==> config.mk <==
export PLATFORM = sky130hd
export DESIGN_NAME = wb_inp_bank
export DESIGN_NICKNAME = d
export VERILOG_FILES = /design/src/rtl/wb_inp_bank.sv
export SDC_FILE = /design/constraint.sdc
export NUM_CORES = 1
export LEC_CHECK = 0
export ABC_CLOCK_PERIOD_IN_PS = 9930
export CAP_MARGIN = 30
export CORE_UTILIZATION = 37
export DETAILED_ROUTE_END_ITERATION = 8
export PLACE_DENSITY_LB_ADDON = 0.12
export SLEW_MARGIN = 15
export SYNTH_ARGS = -nofsm -noshare
export SYNTH_HDL_FRONTEND = slang
export SYNTH_SLANG_ARGS = --single-unit
==> constraint.sdc <==
create_clock -name i_clk -period 9.93 [get_ports i_clk]
set_input_delay 1.4895 -clock i_clk [delete_from_list [all_inputs] [get_ports i_clk]]
set_output_delay 1.4895 -clock i_clk [all_outputs]
set_load 0.01 [all_outputs]
==> src/rtl/wb_inp_bank.sv <==
// wb_inp_bank: 32-word input bank filled by a load stream, read and released over Wishbone.
// Define WB_INP_BANK_IRQ_EN to enable the registered full interrupt and CTRL bit1 (irq_en).
module wb_inp_bank #(
    parameter int          WB_DWIDTH = 32,
    parameter int          WB_SWIDTH = 4,
    parameter logic [31:0] BASE_ADR  = 32'hFF700000
) (
    input  logic                 i_clk,
    input  logic                 i_rst,
    input  logic                 i_ld_valid,
    input  logic [31:0]          i_ld_data,
    output logic                 o_ld_ready,
    input  logic [31:0]          i_wb_adr,
    input  logic [WB_SWIDTH-1:0] i_wb_sel,
    input  logic                 i_wb_we,
    input  logic [WB_DWIDTH-1:0] i_wb_dat,
    output logic [WB_DWIDTH-1:0] o_wb_dat,
    input  logic                 i_wb_cyc,
    input  logic                 i_wb_stb,
    output logic                 o_wb_ack,
    output logic                 o_wb_err,
    output logic                 o_full,
    output logic                 o_irq
);
    typedef enum logic {LOAD, FULL} state_t;

    state_t               state_q, state_d;
    logic [5:0]           count_q, count_d;
    logic                 irq_en_q, irq_en_d, irq_q, irq_d;
    logic [31:0]          mem_q [32];
    logic                 p1_q, p2_q, e1_q, e2_q;
    logic [31:0]          d1_q;
    logic [WB_DWIDTH-1:0] dat_q;

    logic        hit, busy, rd_acc, wr_acc, is_word, is_stat, is_ctrl, ctrl_wr, rel, ld_hs;
    logic [9:0]  off;
    logic [4:0]  n;
    logic [31:0] status, rd_val;
    logic        unused_ok;

    assign off     = i_wb_adr[9:0];
    assign n       = off[8:4];
    assign hit     = i_wb_adr[31:10] == BASE_ADR[31:10] && i_wb_stb && i_wb_cyc;
    assign busy    = p1_q || p2_q;
    assign rd_acc  = hit && !i_wb_we && !busy;
    assign wr_acc  = hit && i_wb_we && !busy;
    assign is_word = !off[9] && off[3:0] == 4'h0;
    assign is_stat = off == 10'h200;
    assign is_ctrl = off == 10'h204;
    assign ctrl_wr = wr_acc && is_ctrl;
    assign rel     = ctrl_wr && i_wb_dat[0];
    assign ld_hs   = i_ld_valid && state_q == LOAD;
    assign status  = {24'h0, irq_en_q, count_q, state_q == FULL};
    // Words at or beyond the fill level read as zero even if stale data remains.
    assign rd_val  = is_stat ? status : ({1'b0, n} < count_q) ? mem_q[n] : 32'h0;

    assign o_ld_ready = state_q == LOAD;
    assign o_full     = state_q == FULL;
    assign o_wb_dat   = dat_q;
    assign o_wb_ack   = (p2_q && !e2_q && i_wb_stb) || ctrl_wr;
    assign o_wb_err   = (p2_q && e2_q && i_wb_stb) || (wr_acc && !is_ctrl);
    assign o_irq      = irq_q;
    assign unused_ok  = ^{i_wb_sel, i_wb_dat};

    always_comb begin
        state_d  = state_q;
        count_d  = count_q;
        irq_en_d = irq_en_q;
        if (ld_hs) begin
            count_d = count_q + 6'd1;
            state_d = count_q == 6'd31 ? FULL : LOAD;
        end
        // Release wins over a coinciding load handshake.
        if (rel) begin
            count_d = 6'd0;
            state_d = LOAD;
        end
`ifdef WB_INP_BANK_IRQ_EN
        if (ctrl_wr) irq_en_d = i_wb_dat[1];
        irq_d = irq_en_q && state_q == FULL;
`else
        irq_en_d = 1'b0;
        irq_d    = 1'b0;
`endif
    end

    always_ff @(posedge i_clk or posedge i_rst) begin
        if (i_rst) begin
            state_q  <= LOAD;
            count_q  <= 6'd0;
            irq_en_q <= 1'b0;
            irq_q    <= 1'b0;
            p1_q     <= 1'b0;
            p2_q     <= 1'b0;
            e1_q     <= 1'b0;
            e2_q     <= 1'b0;
            d1_q     <= 32'h0;
            dat_q    <= '0;
        end else begin
            state_q  <= state_d;
            count_q  <= count_d;
            irq_en_q <= irq_en_d;
            irq_q    <= irq_d;
            p1_q     <= rd_acc;
            e1_q     <= !(is_word || is_stat);
            d1_q     <= rd_val;
            p2_q     <= p1_q;
            e2_q     <= e1_q;
            if (p1_q && !e1_q) dat_q <= d1_q;
        end
    end

    always_ff @(posedge i_clk) begin
        if (ld_hs && !rel) mem_q[count_q[4:0]] <= i_ld_data;
    end
endmodule

# --- Word level (Yosys, flattened, before mapping) ---
# Memory sizes are Yosys's and may differ from the RTL's.
# Cells that the tools add are included.
totals:
  mem_bits_rw: 1024
  output_inout_bits: 37
  elab_cells: 56
  in_bits: 106
  memories: 1
  register_bits: 75
memory_table:
  columns: ["name", "words", "word_bits", "read_ports", "rd_ports_with_merged_regs", "write_ports", "line_no", "source"]
  rows:
  - ["mem_q", 32, 32, 1, 0, 1, "30", "logic [31:0] mem_q [32];"]
classes:
  n_reduce_logical: 31
  n_lt_le_gt_ge: 1
  n_addsub: 1
  eq_ne: 4
  bitwise_logic: 1
  mux: 9
ops:
  columns: ["cell", "n"]
  rows:
  - ["two-way mux 32 bit", 2]
  - ["equality test 22 bit (second input constant)", 1]
  - ["equality test 10 bit (second input constant)", 2]
  - ["logical AND 1 bit", 17]
  - ["two-way mux 6 bit", 2]
  - ["logical NOT 1 bit", 8]
  - ["adder 6 x 1 -> 6 bit (second input constant)", 1]
  - ["equality test 6 x 5 -> 1 bit (second input constant)", 1]
  - ["less-than comparator 5 x 6 -> 1 bit", 1]
  - ["two-way mux 1 bit", 5]
  - ["logical NOT 4 bit", 1]
  - ["logical OR 1 bit", 4]
  - ["nonzero test 2 bit", 1]
  - ["NOT 1 bit", 1]

# --- Logic depth before layout (Yosys ltp) ---
# Gate-level depths: netlist of run 1.
logic_depth:
  ltp_word: 11
  ltp_mapped: 9
  depth_no_buf: 7

# --- Worst setup path after synthesis of run 1 ---
# No wires, ideal clock.
synth_path:
  kind: "input-to-reg"
  startpoint: "in i_wb_adr[8]"
  endpoint: "mem mem_q[19][0] (enable)"
  setup_slack_ns: 4.571
  cell_stages: 8
  t_arrival_ns: 4.898
  required_time_ns: 9.469
  path_buffers: 3
  setup_ns: 0.461
  path_cell_list: "clkbuf_1 > or2_1 > nor4b_1 > and3_1 > and4_1 > buf_4 > buf_6 > nor3_1"
synth_between:
  elab_chain_len: 7
synth_lines:
  columns: ["element", "line_no", "source"]
  rows:
  - ["start, declared", "13", "input logic [31:0] i_wb_adr,"]
  - ["equality test 10 bit", "49", "assign is_ctrl = off == 10'h204;"]
  - ["logical AND 1 bit", "50", "assign ctrl_wr = wr_acc && is_ctrl;"]
  - ["logical AND 1 bit", "51", "assign rel = ctrl_wr && i_wb_dat[0];"]
  - ["logical NOT 1 bit", "114", "if (ld_hs && !rel) mem_q[count_q[4:0]] <= i_ld_data;"]
  - ["logical AND 1 bit", "114", null]
  - ["two-way mux 1 bit", "114", null]
  - ["two-way mux 1 bit (implied by the code)", "114", null]
  - ["end, declared", "30", null]
# No other way between the ends.

# --- Worst setup path in the final report of run 1 ---
layout_path:
  startpoint: "in i_wb_adr[8]"
  endpoint: "out o_wb_ack"
layout_between:
  elab_chain_len: 3
layout_lines:
  columns: ["element", "line_no", "source"]
  rows:
  - ["equality test 10 bit", "49", null]
  - ["logical AND 1 bit", "50", null]
  - ["logical OR 1 bit", "60", "assign o_wb_ack = (p2_q && !e2_q && i_wb_stb) || ctrl_wr;"]
  - ["end, declared", "20", "output logic o_wb_ack,"]
# No other way between the ends.

==> summary.md, run 1 <==
| Metric | Value |
|---|---|
| RR Endpoint | `mem_q[8][13]` |
| Hold path endpoint | `p2_q` |
| Ys async rst share | `6.824%` |
| Period utilization | `60.14%` |
| Commonest cells in the synthesized netlist | `edfxtp_1 (1024), mux4_2 (281), dfrtp_1 (75)` |
| Wirelength per Cell | `29.20 um` |
| Io pins | `143` |
| Final Skew | `20.31 ps` |
| Final min period | `5972 ps` |
| CP Buf/Inv Count | `2` |
| Cells after synthesis | `1827` |
| Final Hold Viols | `0` |
| # nets final | `2164` |
| Drt pass-1 iters | `5` |
| Most numerous cell in the Yosys netlist | `edfxtp_1` |
| Clk_lat worst skew | `690 ps` |
| Library cells used by synthesis | `48` |
| Root Buffer | `clkbuf_16` |
| Routed WL | `106500 um` |
| Switching Fraction | `20.83%` |
| Critical path cell sequence | `clkdlybuf4s50_1 -> or2_1 -> nor4b_1 -> and3_1 -> nand3_1 -> o21ai_0 -> clkdlybuf4s50_1` |
| Rel. slew slack | `34.01%` |
| Initial antenna violation count | `4` |
| Synth warnings | `0` |
| Area grow syn2layout | `17.29%` |
| R2r worst-path depth | `4` |
| Combinational Power Share | `4.4%` |
| Register bit count reported by yosys | `1099` |
| Residual DRC count | `0` |
| Die extent in y | `338.5 um` |
| Pin count of the biggest net entering global routing | `89` |
| Worst Setup End Kind | `primary output` |
| Sequential share of the synthesized area | `77.90%` |
| All-layer global routing usage | `18.80%` |
| CP Launch Type | `input pin` |
| Routed Antenna Nets | `0` |
| DR iter-0 viols | `1643` |
| Slew Viols, Final | `0` |
| R2R setup slack | `6400 ps` |
| Post-synth EDFFs | `1024` |
| Hold/Removal Path Class | `reg -> reg` |
| Outcome | `complete, no violations` |
| Starting density of the core | `37.28%` |
| Syn nets | `1941` |
| Die area | `114500 um^2` |
| HPWL Detailed | `58250 um` |
| Grt total ovfl | `0` |
| Pwr/cell area | `195.1 nW/um^2` |
| Clock tree sinks | `1099` |
| Least-Margin Pin Slew | `984.0 ps` |
| CTS resizes | `0` |
| Area share of the largest cell type after synthesis | `73.42%` |
| RSZ-0062 raised after global routing | `false` |
| Fraction of layout cells with a size suffix above 1 | `28.80%` |
| Crit path kind | `in -> out` |
| Post-cts hold buffer count | `0` |
| Port Buffers | `106` |
| Worst IR Drop VDD | `0.1188 mV` |
| Synthesized area per cell | `22.92 um^2` |
| Vias/cell | `5.362` |
| Max H-tree Level | `3` |
| Flop pwr share | `53.0%` |
| FMAX | `167.5 MHz` |
| Setup TNS | `0 ps` |
| WP data required | `8440 ps` |
| CP arrival | `4480 ps` |
| WHS Path Cells | `0` |
| Largest area contributor in the netlist | `edfxtp_1` |
| CP Max Fanout | `12` |
| Clk pwr share | `42.6%` |
| CTS tree | `built` |
| Int Pwr | `7.587 mW` |
| Die width | `338.5 um` |
| GPL Wtd Cong | `0.7862` |
| Vias in the first global route | `20640` |
| Core area | `112300 um^2` |
| Worst setup startpoint | `i_wb_adr[8]` |
| Reg2reg start | `o_full` |
| Area contributors post-synth | `edfxtp_1 (73%), mux4_2 (15%), dfrtp_1 (4.5%), mux2_2 (0.94%), mux2i_1 (0.65%)` |
| Mapped cell area | `41880 um^2` |
| Most Frequent Cell on Critical Path | `clkdlybuf4s50_1` |
| Psw | `1.996 mW` |
| Worst Hold Slack | `428.9 ps` |
| Final Setup Violations | `0` |
| Hold Path Origin | `p1_q` |
| Prevailing post-synth register cell | `edfxtp_1` |
| Setup Buffers After CTS | `0` |
| CTS buffer count | `115` |
| Rows | `123` |
| Worst-path clk slew | `60 ps` |
| First-pass GRT wire length | `153400 um` |
| Vias | `19560` |
| CP peak stage delay | `740 ps` |
| Top delay family on crit path | `simple AND/OR/NAND/NOR gates` |
| Slowest-stage cell, CP | `clkdlybuf4s50_1` |
| Lkg Pwr | `15.65 nW` |
| Maxcap violations | `0` |
| Number of buffers on the longest clock path | `3` |
==> layer usage <==
metal	vias to the layer above	global-route usage, %	part of all wire [%]
met5	-	0	0
met4	0	5.147	2.2
met3	151	2.748	4.5
met2	483	30.75	49
met1	10730	26.33	44
li1	8201	-	-
==> worst max-delay path by stage <==
stage	end	slack, ps	cells past startpoint
2_1_floorplan	mem_q[19][0]	4570	8
3_3_place_gp	o_wb_ack	4050	7
3_5_place_dp	o_wb_ack	3970	7
4_1_cts	o_wb_ack	3980	7
5_1_grt	o_wb_ack	3790	7
6_report	o_wb_ack	3960	7
==> state kept, by name, indices dropped and copies added (netlist names) <==
register  cells
count_q       6
o_wb_dat     32
o_full        1
mem_q      1024
e1_q          1
d1_q         32
p1_q          1
p2_q          1
e2_q          1
==> cells in the final DEF (no fill, tap or decap), types with 3 or more instances in the layout <==
cell,instances
xnor2_1,5
buf_4,70
dfrtp_1,75
clkbuf_16,118
nor2_1,18
buf_12,5
bufinv_16,3
nand4_1,5
clkbuf_8,10
o22ai_1,23
a22o_1,25
nor2b_1,26
o21ai_1,6
buf_8,29
clkbuf_1,39
inv_4,3
ha_1,8
mux2_2,35
or3_1,3
clkinv_1,19
nor3_1,7
o21ai_0,5
nor3_2,32
nand3_1,8
mux2i_1,27
a211oi_1,24
nand2b_1,4
inv_1,8
mux4_2,281
clkinv_2,16
nand2_1,17
a21oi_1,32
edfxtp_1,1024
clkdlybuf4s50_1,100
==> metrics by stage <==
stage	cell area, um^2	instances	power, mW	setup WS (ps)	util, %
3_3_place_gp	45050	3400	5.585	4046	40.10
3_5_place_dp	45240	3411	5.600	3970	40.27
5_1_grt	49120	3647	9.896	3793	43.73
6_report	49130	3648	9.583	3958	43.73
2_1_floorplan	41880	1827	5.406	4571	-
4_1_cts	48800	3624	9.693	3975	43.44
==> area by class of cell <==
| class | instances | area (um^2) |
|---|---|---|
| Timing Repair Buffer | 208 | 2111 |
| Tap cell | 1500 | 1877 |
| Inverter | 9 | 36.28 |
| Antenna cell | 2 | 5.005 |
| Fill cell | 9588 | 63220 |
| Clock inverter | 46 | 325.3 |
| Multi-Input combinational cell | 617 | 8910 |
| Sequential cell | 1099 | 32630 |
| Clock buffer | 167 | 3237 |
==> cell families (layout without fill, tap and decap cells) <==
group | after synthesis | count (layout) | synth area share (%)
AOI/OAI and AO/OA | 125 | 125 | 2.010
other | 1 | 3 | 0.008953
buffers and inverters | 111 | 430 | 1.279
xor gates and xnor gates | 5 | 5 | 0.1046
DFF | 1099 | 1099 | 77.90
and+or+nand+nor | 135 | 135 | 1.765
muxes | 343 | 343 | 16.70
adders and majority gates | 8 | 8 | 0.2390
==> power groups by stage <==
stage | sequential [mW] | clock (mW) | combinational, mW
floorplan | 5.18 | 0 | 0.230
global placement | 5.18 | 0 | 0.404
detailed placement | 5.18 | 0 | 0.420
CTS | 5.08 | 4.19 | 0.420
global route | 5.08 | 4.36 | 0.458
finish | 5.08 | 4.08 | 0.425
(Power assumes the default switching activity.)
==> inputs of run 2 (changes only) <==
--- a/config.mk
+++ b/config.mk
@@ -5,7 +5,7 @@
 export SDC_FILE = /design/constraint.sdc
 export NUM_CORES = 1
 export LEC_CHECK = 0
-export ABC_CLOCK_PERIOD_IN_PS = 9930
+export ABC_CLOCK_PERIOD_IN_PS = 5400
 export CAP_MARGIN = 30
 export CORE_UTILIZATION = 37
 export DETAILED_ROUTE_END_ITERATION = 8
==> constraint.sdc (replaced) <==
create_clock -name i_clk -period 5.4 [get_ports i_clk]
set_input_delay 0.81 -clock i_clk [delete_from_list [all_inputs] [get_ports i_clk]]
set_output_delay 0.81 -clock i_clk [all_outputs]
set_load 0.01 [all_outputs]
==> run 2 against run 1 <==
Compared with the run above: via count is 0.57% higher; sequential power is 84% higher; critical path depth stayed put; clock-buffer cell count is 6 lower; routed wire length is 1.9% higher; power is 83% higher; core utilization hardly changed; critical path type unchanged; worst setup slack worse by 2500 ps.
==> summary.md, run 2 (synthesized netlist as in run 1, its figures left out) <==
| Metric | Value |
|---|---|
| Io pins | `143 (unchanged)` |
| Clock tree sinks | `1099 (unchanged)` |
| Least-Margin Pin Slew | `1048 ps (+64.04 ps)` |
| Flop pwr share | `53.3% (+0.3 points)` |
| R2R setup slack | `1900 ps (-4500 ps)` |
| Setup Buffers After CTS | `0 (unchanged)` |
| Die area | `114500 um^2 (unchanged)` |
| Number of buffers on the longest clock path | `3 (unchanged)` |
| Max H-tree Level | `3 (unchanged)` |
| Maxcap violations | `0 (unchanged)` |
| Grt total ovfl | `0 (unchanged)` |
| Initial antenna violation count | `6 (+2)` |
| Worst-path clk slew | `60 ps (about the same)` |
| Cell Count, Final, Fillers Out | `3653 (+0.14%)` |
| # nets final | `2170 (+0.28%)` |
| WP data required | `4590 ps (-3850 ps)` |
| Worst Setup End Kind | `primary output` |
| Dpl cell area | `45280 um^2 (about the same)` |
| Die extent in y | `338.5 um (unchanged)` |
| CTS resizes | `0 (unchanged)` |
| Int Pwr | `13.88 mW (+83%)` |
| Pin count of the biggest net entering global routing | `98 (+10%)` |
| CTS buffer count | `115 (unchanged)` |
| Hold/Removal Path Class | `reg -> reg` |
| HPWL Detailed | `60190 um (+3.3%)` |
| Drt pass-1 iters | `5 (unchanged)` |
| Routed Antenna Nets | `0 (unchanged)` |
| Vias | `19670 (+0.57%)` |
| Final Core Density | `43.76% (about the same)` |
| Most common cell after layout, fill and taps aside | `edfxtp_1` |
| Dpl ws | `837.9 ps (-3132 ps)` |
| Multi-input gate area in the final layout | `8910 um^2 (unchanged)` |
| Worst IR Drop VDD | `0.2894 mV (+140%)` |
| CP arrival | `3090 ps (-1390 ps)` |
| Starting density of the core | `37.28% (unchanged)` |
| Lkg Pwr | `15.67 nW (+0.17%)` |
| DR iter-0 viols | `1565 (-4.7%)` |
| Die width | `338.5 um (unchanged)` |
| Core area | `112300 um^2 (unchanged)` |
| RR Endpoint | `mem_q[13][15]` |
| Fraction of layout cells with a size suffix above 1 | `29.26% (+0.46 points)` |
| Most frequent cells in the layout | `edfxtp_1 (1024), mux4_2 (281), clkbuf_16 (117)` |
| Wirelength per Cell | `29.71 um (+1.8%)` |
| Vias in the first global route | `20940 (+1.5%)` |
| Finished layout cell area | `49160 um^2 (about the same)` |
| Filler cells | `9581 (-0.073%)` |
| Port Buffers | `106 (unchanged)` |
| Pwr/cell area | `356.8 nW/um^2 (+83%)` |
| Final Setup Violations | `0 (unchanged)` |
| Max reg flops | `1024 (unchanged)` |
| FMAX | `256.4 MHz` |
| Rows | `123 (unchanged)` |
| Vias/cell | `5.385 (+0.43%)` |
| Switching Fraction | `20.85% (+0.026 points)` |
| CTS tree | `built` |
| Hold path endpoint | `p2_q` |
| Area grow syn2layout | `17.37% (about the same)` |
| Cells after DPL | `3415 (+0.12%)` |
| Final Skew | `21.44 ps (+1.129 ps)` |
| Outcome | `complete, no violations` |
| Reg2reg start | `p1_q` |
| R2r worst-path depth | `7 (+3)` |
| Hold Path Origin | `p1_q` |
| Root Buffer | `clkbuf_16` |
| Combinational Power Share | `4.4% (about the same)` |
| Clk pwr share | `42.3% (-0.3 points)` |
| Sequential standard cell area | `32630 um^2 (unchanged)` |
| All-layer global routing usage | `19.10% (+0.30 points)` |
| CP Max Fanout | `3 (-9)` |
| Slew Viols, Final | `0 (unchanged)` |
| Setup TNS | `0 ps (unchanged)` |
| Rel. slew slack | `30.13% (-3.9 points)` |
| Final Hold Viols | `0 (unchanged)` |
| WHS Path Cells | `0 (unchanged)` |
| RSZ-0062 raised after global routing | `false` |
| CP Launch Type | `input pin` |
| Crit path kind | `in -> out` |
| Final setup margin | `1499 ps (-2459 ps)` |
| Clk_lat worst skew | `700 ps (about the same)` |
| Post-cts hold buffer count | `0 (unchanged)` |
| GPL Wtd Cong | `0.7603 (-3.3%)` |
| Psw | `3.658 mW (+83%)` |
| Routed WL | `108500 um (+1.9%)` |
| First-pass GRT wire length | `154800 um (+0.92%)` |
| Residual DRC count | `0 (unchanged)` |
| Period utilization | `72.24%` |
| Final min period | `3901 ps` |
-- run 2: changes by cell type in the layout (fill, tap and decap cells not counted), moves of 2 or more --
cell | before | now
buf_8 | 29 | 27
inv_4 | 3 | 1
inv_6 | 2 | 5
buf_6 | 1 | 3
clkinv_2 | 16 | 22
buf_4 | 70 | 73
clkbuf_1 | 39 | 32
clkbuf_8 | 10 | 12
-- run 2: area by class of cell --
cell class / instances / area share, %
Sequential cell: 1099 / 66.37
Inverter: 9 / 0.07381
Timing Repair Buffer: 214 / 4.436
Tap cell: 1500 / 3.818
Clock buffer: 161 / 6.536
Clock inverter: 50 / 0.6312
Antenna cell: 3 / 0.01527
Multi-Input combinational cell: 617 / 18.12
-- run 2: critical path, cell delays in order --
cell	delay, ps
clkdlybuf4s50_1	450
or4b_1	410
or3_1	400
nor2_1	180
nand2_1	70
o21ai_0	190
clkdlybuf4s50_1	580
-- run 2: worst max path at each step --
stage | depth (start not counted) | startpoint | end | slack, ps
final | 7 | i_wb_adr[30] | o_wb_err | 1500
after global routing | 7 | i_wb_adr[30] | o_wb_err | 1330
after CTS | 7 | i_wb_adr[8] | o_wb_ack | 1480
after detailed placement | 8 | i_wb_adr[5] | mem_q[13][15] | 840
after global placement | 8 | i_wb_adr[5] | mem_q[13][15] | 880
after floorplan | 8 | i_wb_adr[8] | mem_q[19][0] | 720
-- run 2: power by group through the flow --
stage	Clock [mW]	Combinational, mW	Sequential (mW)
global placement	0	0.744	9.53
global route	7.92	0.838	9.34
detailed placement	0	0.767	9.53
CTS	7.61	0.768	9.35
finish	7.42	0.776	9.34
floorplan	0	0.423	9.52
-- run 2: metal layers --
| metal | vias up | routed length, um | part of all wire, % | GRT usage [%] |
|---|---|---|---|---|
| met4 | 0 | 2596 | 2.4 | 5.552 |
| li1 | 8228 | - | - | - |
| met2 | 535 | 53660 | 49 | 31.15 |
| met3 | 134 | 5383 | 5.0 | 2.894 |
| met1 | 10780 | 46900 | 43 | 26.65 |
| met5 | - | 0 | 0 | 0 |
-- run 2: per-stage QoR --
| stage | hold WS, ps | total power, mW |
|---|---|---|
| 2_1_floorplan | 354.3 | 9.940 |
| 6_report | 434.1 | 17.54 |
| 3_5_place_dp | 412.0 | 10.29 |
| 4_1_cts | 425.7 | 17.72 |
| 5_1_grt | 456.2 | 18.09 |
| 3_3_place_gp | 396.5 | 10.27 |
==> patch (settings of run 2) <==
`d1_q` no longer has a reset.
--- a/src/rtl/wb_inp_bank.sv
+++ b/src/rtl/wb_inp_bank.sv
@@ -95,5 +95,4 @@
             e1_q     <= 1'b0;
             e2_q     <= 1'b0;
-            d1_q     <= 32'h0;
             dat_q    <= '0;
         end else begin
@@ -104,5 +103,4 @@
             p1_q     <= rd_acc;
             e1_q     <= !(is_word || is_stat);
-            d1_q     <= rd_val;
             p2_q     <= p1_q;
             e2_q     <= e1_q;
@@ -112,4 +110,8 @@
 
     always_ff @(posedge i_clk) begin
+        d1_q <= rd_val;
+    end
+
+    always_ff @(posedge i_clk) begin
         if (ld_hs && !rel) mem_q[count_q[4:0]] <= i_ld_data;
     end
Check against the original RTL: same outputs for any inputs over 4 cycles, from zero or initial values and one cycle with i_rst high; that may be too few to reach the edited logic, so the function may still have changed.
==> patch against run 2 <==
Area after synthesis up 0.47%. Routed wire length up 0.85%. Power up 1.9%. Via count up 4.0%. Design area up 0.93%. First-iteration DRC count up 2.0%. Clock skew up 0.0025 ns. Global-route usage down 0.052 points. Sequential cell count unchanged. Setup slack worse by 0.33 ns. Critical path depth down 1. Largest power group unchanged.
==> patch: results (changes against run 2) <==
** Outcome
- Result of the run :: finished clean

** Worst setup path
- Beginning of the worst register-to-register path :: p2_q
- R2R Path End :: mem_q[0][31]
- Endpoint of the most critical setup path :: o_wb_ack
- Depth of the most critical reg-to-reg path :: 7 (unchanged)
- The critical path starts at i_wb_adr[1].
- The minimum setup slack among reg-to-reg paths is 2.01 ns (+0.11 ns).

** GRT
- First-pass GRT wire length :: 157 mm (+1.3%)
- Via count of the first global-routing pass :: 21,548 (+2.9%)
- Number of antenna violations at the first check in global routing :: 4 (-2)
- Global route total overflow :: 0 (unchanged)
- The combined global-route utilization of all metal layers came to 19.0% (-0.052 points).
- The maximum number of pins on one net before global-route repair is 89 (-9.2%).

** Synthesis
- Commonest cells post-synth :: sky130_fd_sc_hd__edfxtp_1, sky130_fd_sc_hd__mux4_2, sky130_fd_sc_hd__mux2i_1, sky130_fd_sc_hd__mux2_2
- Register area share after synthesis :: 77.2% (-0.74 points)
- The net count of the mapped netlist is 2,085 (+7.4%).
- The number of flops mapped to enable cells by yosys is 1,024 (unchanged).
- Largest cells by area after synthesis :: sky130_fd_sc_hd__edfxtp_1, sky130_fd_sc_hd__mux4_2, sky130_fd_sc_hd__mux2i_1, sky130_fd_sc_hd__dfrtp_1, sky130_fd_sc_hd__mux2_2
- The proportion of synthesized flip-flops having asynchronous set or reset was 3.91% (-2.9 points).
- Count of cell types in the netlist :: 64 (+33%)
- The synthesis warning total was 0 (unchanged).

** Route
- The total detailed-routing wirelength came to 109 mm (+0.85%).
- Vias/cell :: 5.39 (about the same)
- The detailed-route DRC error count is 0 (unchanged).
- The number of design-rule violations left by the first detailed-router iteration was 1,596 (+2.0%).

** Power and ir drop
- The maximum resistive drop on vdd came to 0.000233 V (-20%).
- The leakage power came to 0.0160 uW (+2.1%).
- The cell internal power dissipation was 14,200 uW (+2.2%).

** Clocking
- Buffer cell driving the clock tree root :: sky130_fd_sc_hd__clkbuf_16
- The number of levels the H-tree was split into was 3 (unchanged).
- The clock slew seen by the registers of the worst setup and hold paths came to 0.06 ns (about the same).
- Maximum buffer depth of the clock tree :: 3 (unchanged)
- The insertion delay to the later sink of the worst-skew pair is 0.70 ns (about the same).

** Layout
- The fill cell instance count of the final layout came to 9,646 (+0.68%).
- The fraction of final layout cells sized beyond drive strength 1 was 26.5% (-2.7 points).
- Post-layout nets :: 2,311 (+6.5%)
- Largest register FFs :: 1,024 (unchanged)

** Place
- The half-perimeter wire length of the detailed placement result was 62.9 mm (+4.5%).
- The weighted congestion at the end of routability-driven global placement is 0.789 (+3.8%).
- The number of port buffers came to 106 (unchanged).

** STA
- The transition time of the tightest slew-check pin is 0.980 ns (-0.0682 ns).
- The worst-case clock skew is 0.0239 ns (+0.00247 ns).
[patch: changes by cell type after synthesis, sizes merged, moves of 24 or more]
cell    delta
mux2i     +96
mux4      -80
mux2      +52
dfrtp     -32
dfxtp     +32
a21oi     -26
a221oi    +26
nand2     +26
a22o      -24
[patch: critical path: stages]
cell and delay [ns]:
sky130_fd_sc_hd__clkdlybuf4s50_1 0.43, sky130_fd_sc_hd__nor4b_1 0.52, sky130_fd_sc_hd__and4b_1 0.50, sky130_fd_sc_hd__nand4_1 0.39
sky130_fd_sc_hd__o21ai_0 0.18, sky130_fd_sc_hd__clkdlybuf4s50_1 0.58
[patch: metrics by stage]
stage          util [%]  worst slack, ns  cell area [um^2]  instances  power, uW
2_1_floorplan         -             1.12             42100       1971       9950
3_5_place_dp       40.5            0.784             45600       3559      10300
4_1_cts            43.8             1.04             49300       3775      18100
6_report           44.0             1.17             49600       3797      17900
5_1_grt            44.0            0.936             49600       3796      18400
3_3_place_gp       40.3            0.867             45400       3542      10300
[patch: final cells by class]
| cell class | instances | area share, % |
|---|---|---|
| Sequential cell | 1099 | 65.4 |
| Tap cell | 1500 | 3.78 |
| Antenna cell | 1 | 0.00504 |
| Multi-Input combinational cell | 752 | 18.4 |
| Clock inverter | 57 | 0.943 |
| Timing Repair Buffer | 219 | 4.81 |
| Clock buffer | 159 | 6.51 |
| Inverter | 10 | 0.0757 |
[patch: how the worst min path moves through the flow]
stage | start | cells after the start | slack [ns] | end
3_3_place_gp | p1_q | 0 | 0.44 | p2_q
6_report | d1_q[17] | 1 | 0.46 | o_wb_dat[17]
5_1_grt | d1_q[17] | 1 | 0.47 | o_wb_dat[17]
4_1_cts | p1_q | 0 | 0.46 | p2_q
2_1_floorplan | e1_q | 0 | 0.35 | e2_q
3_5_place_dp | p1_q | 0 | 0.45 | p2_q
[patch: logic make-up after synthesis]
kind of cell	synth area share [%]
xor gates and xnor gates	0.104
DFF	77.2
buffers and inverters	1.61
AOI/OAI and AO/OA	2.91
adders and majority gates	0.238
other	0.00891
and+or+nand+nor	1.96
muxes	16.0
[patch: power by group through the flow]
stage               Combinational (uW)  Clock (uW)  Sequential (uW)
finish                             785        7740             9340
global route                       845        8220             9340
CTS                                780        7930             9350
detailed placement                 779           0             9530
global placement                   754           0             9530
floorplan                          428           0             9520
[patch: routing by layer]
metal  up-vias  share of wire, %  track usage [%]
met4         2               2.0             4.50
met3       130               4.4             3.06
met1     11081                45             26.7
li1       8748                 -                -
met5         -            0.0082                0
met2       506                49             31.2
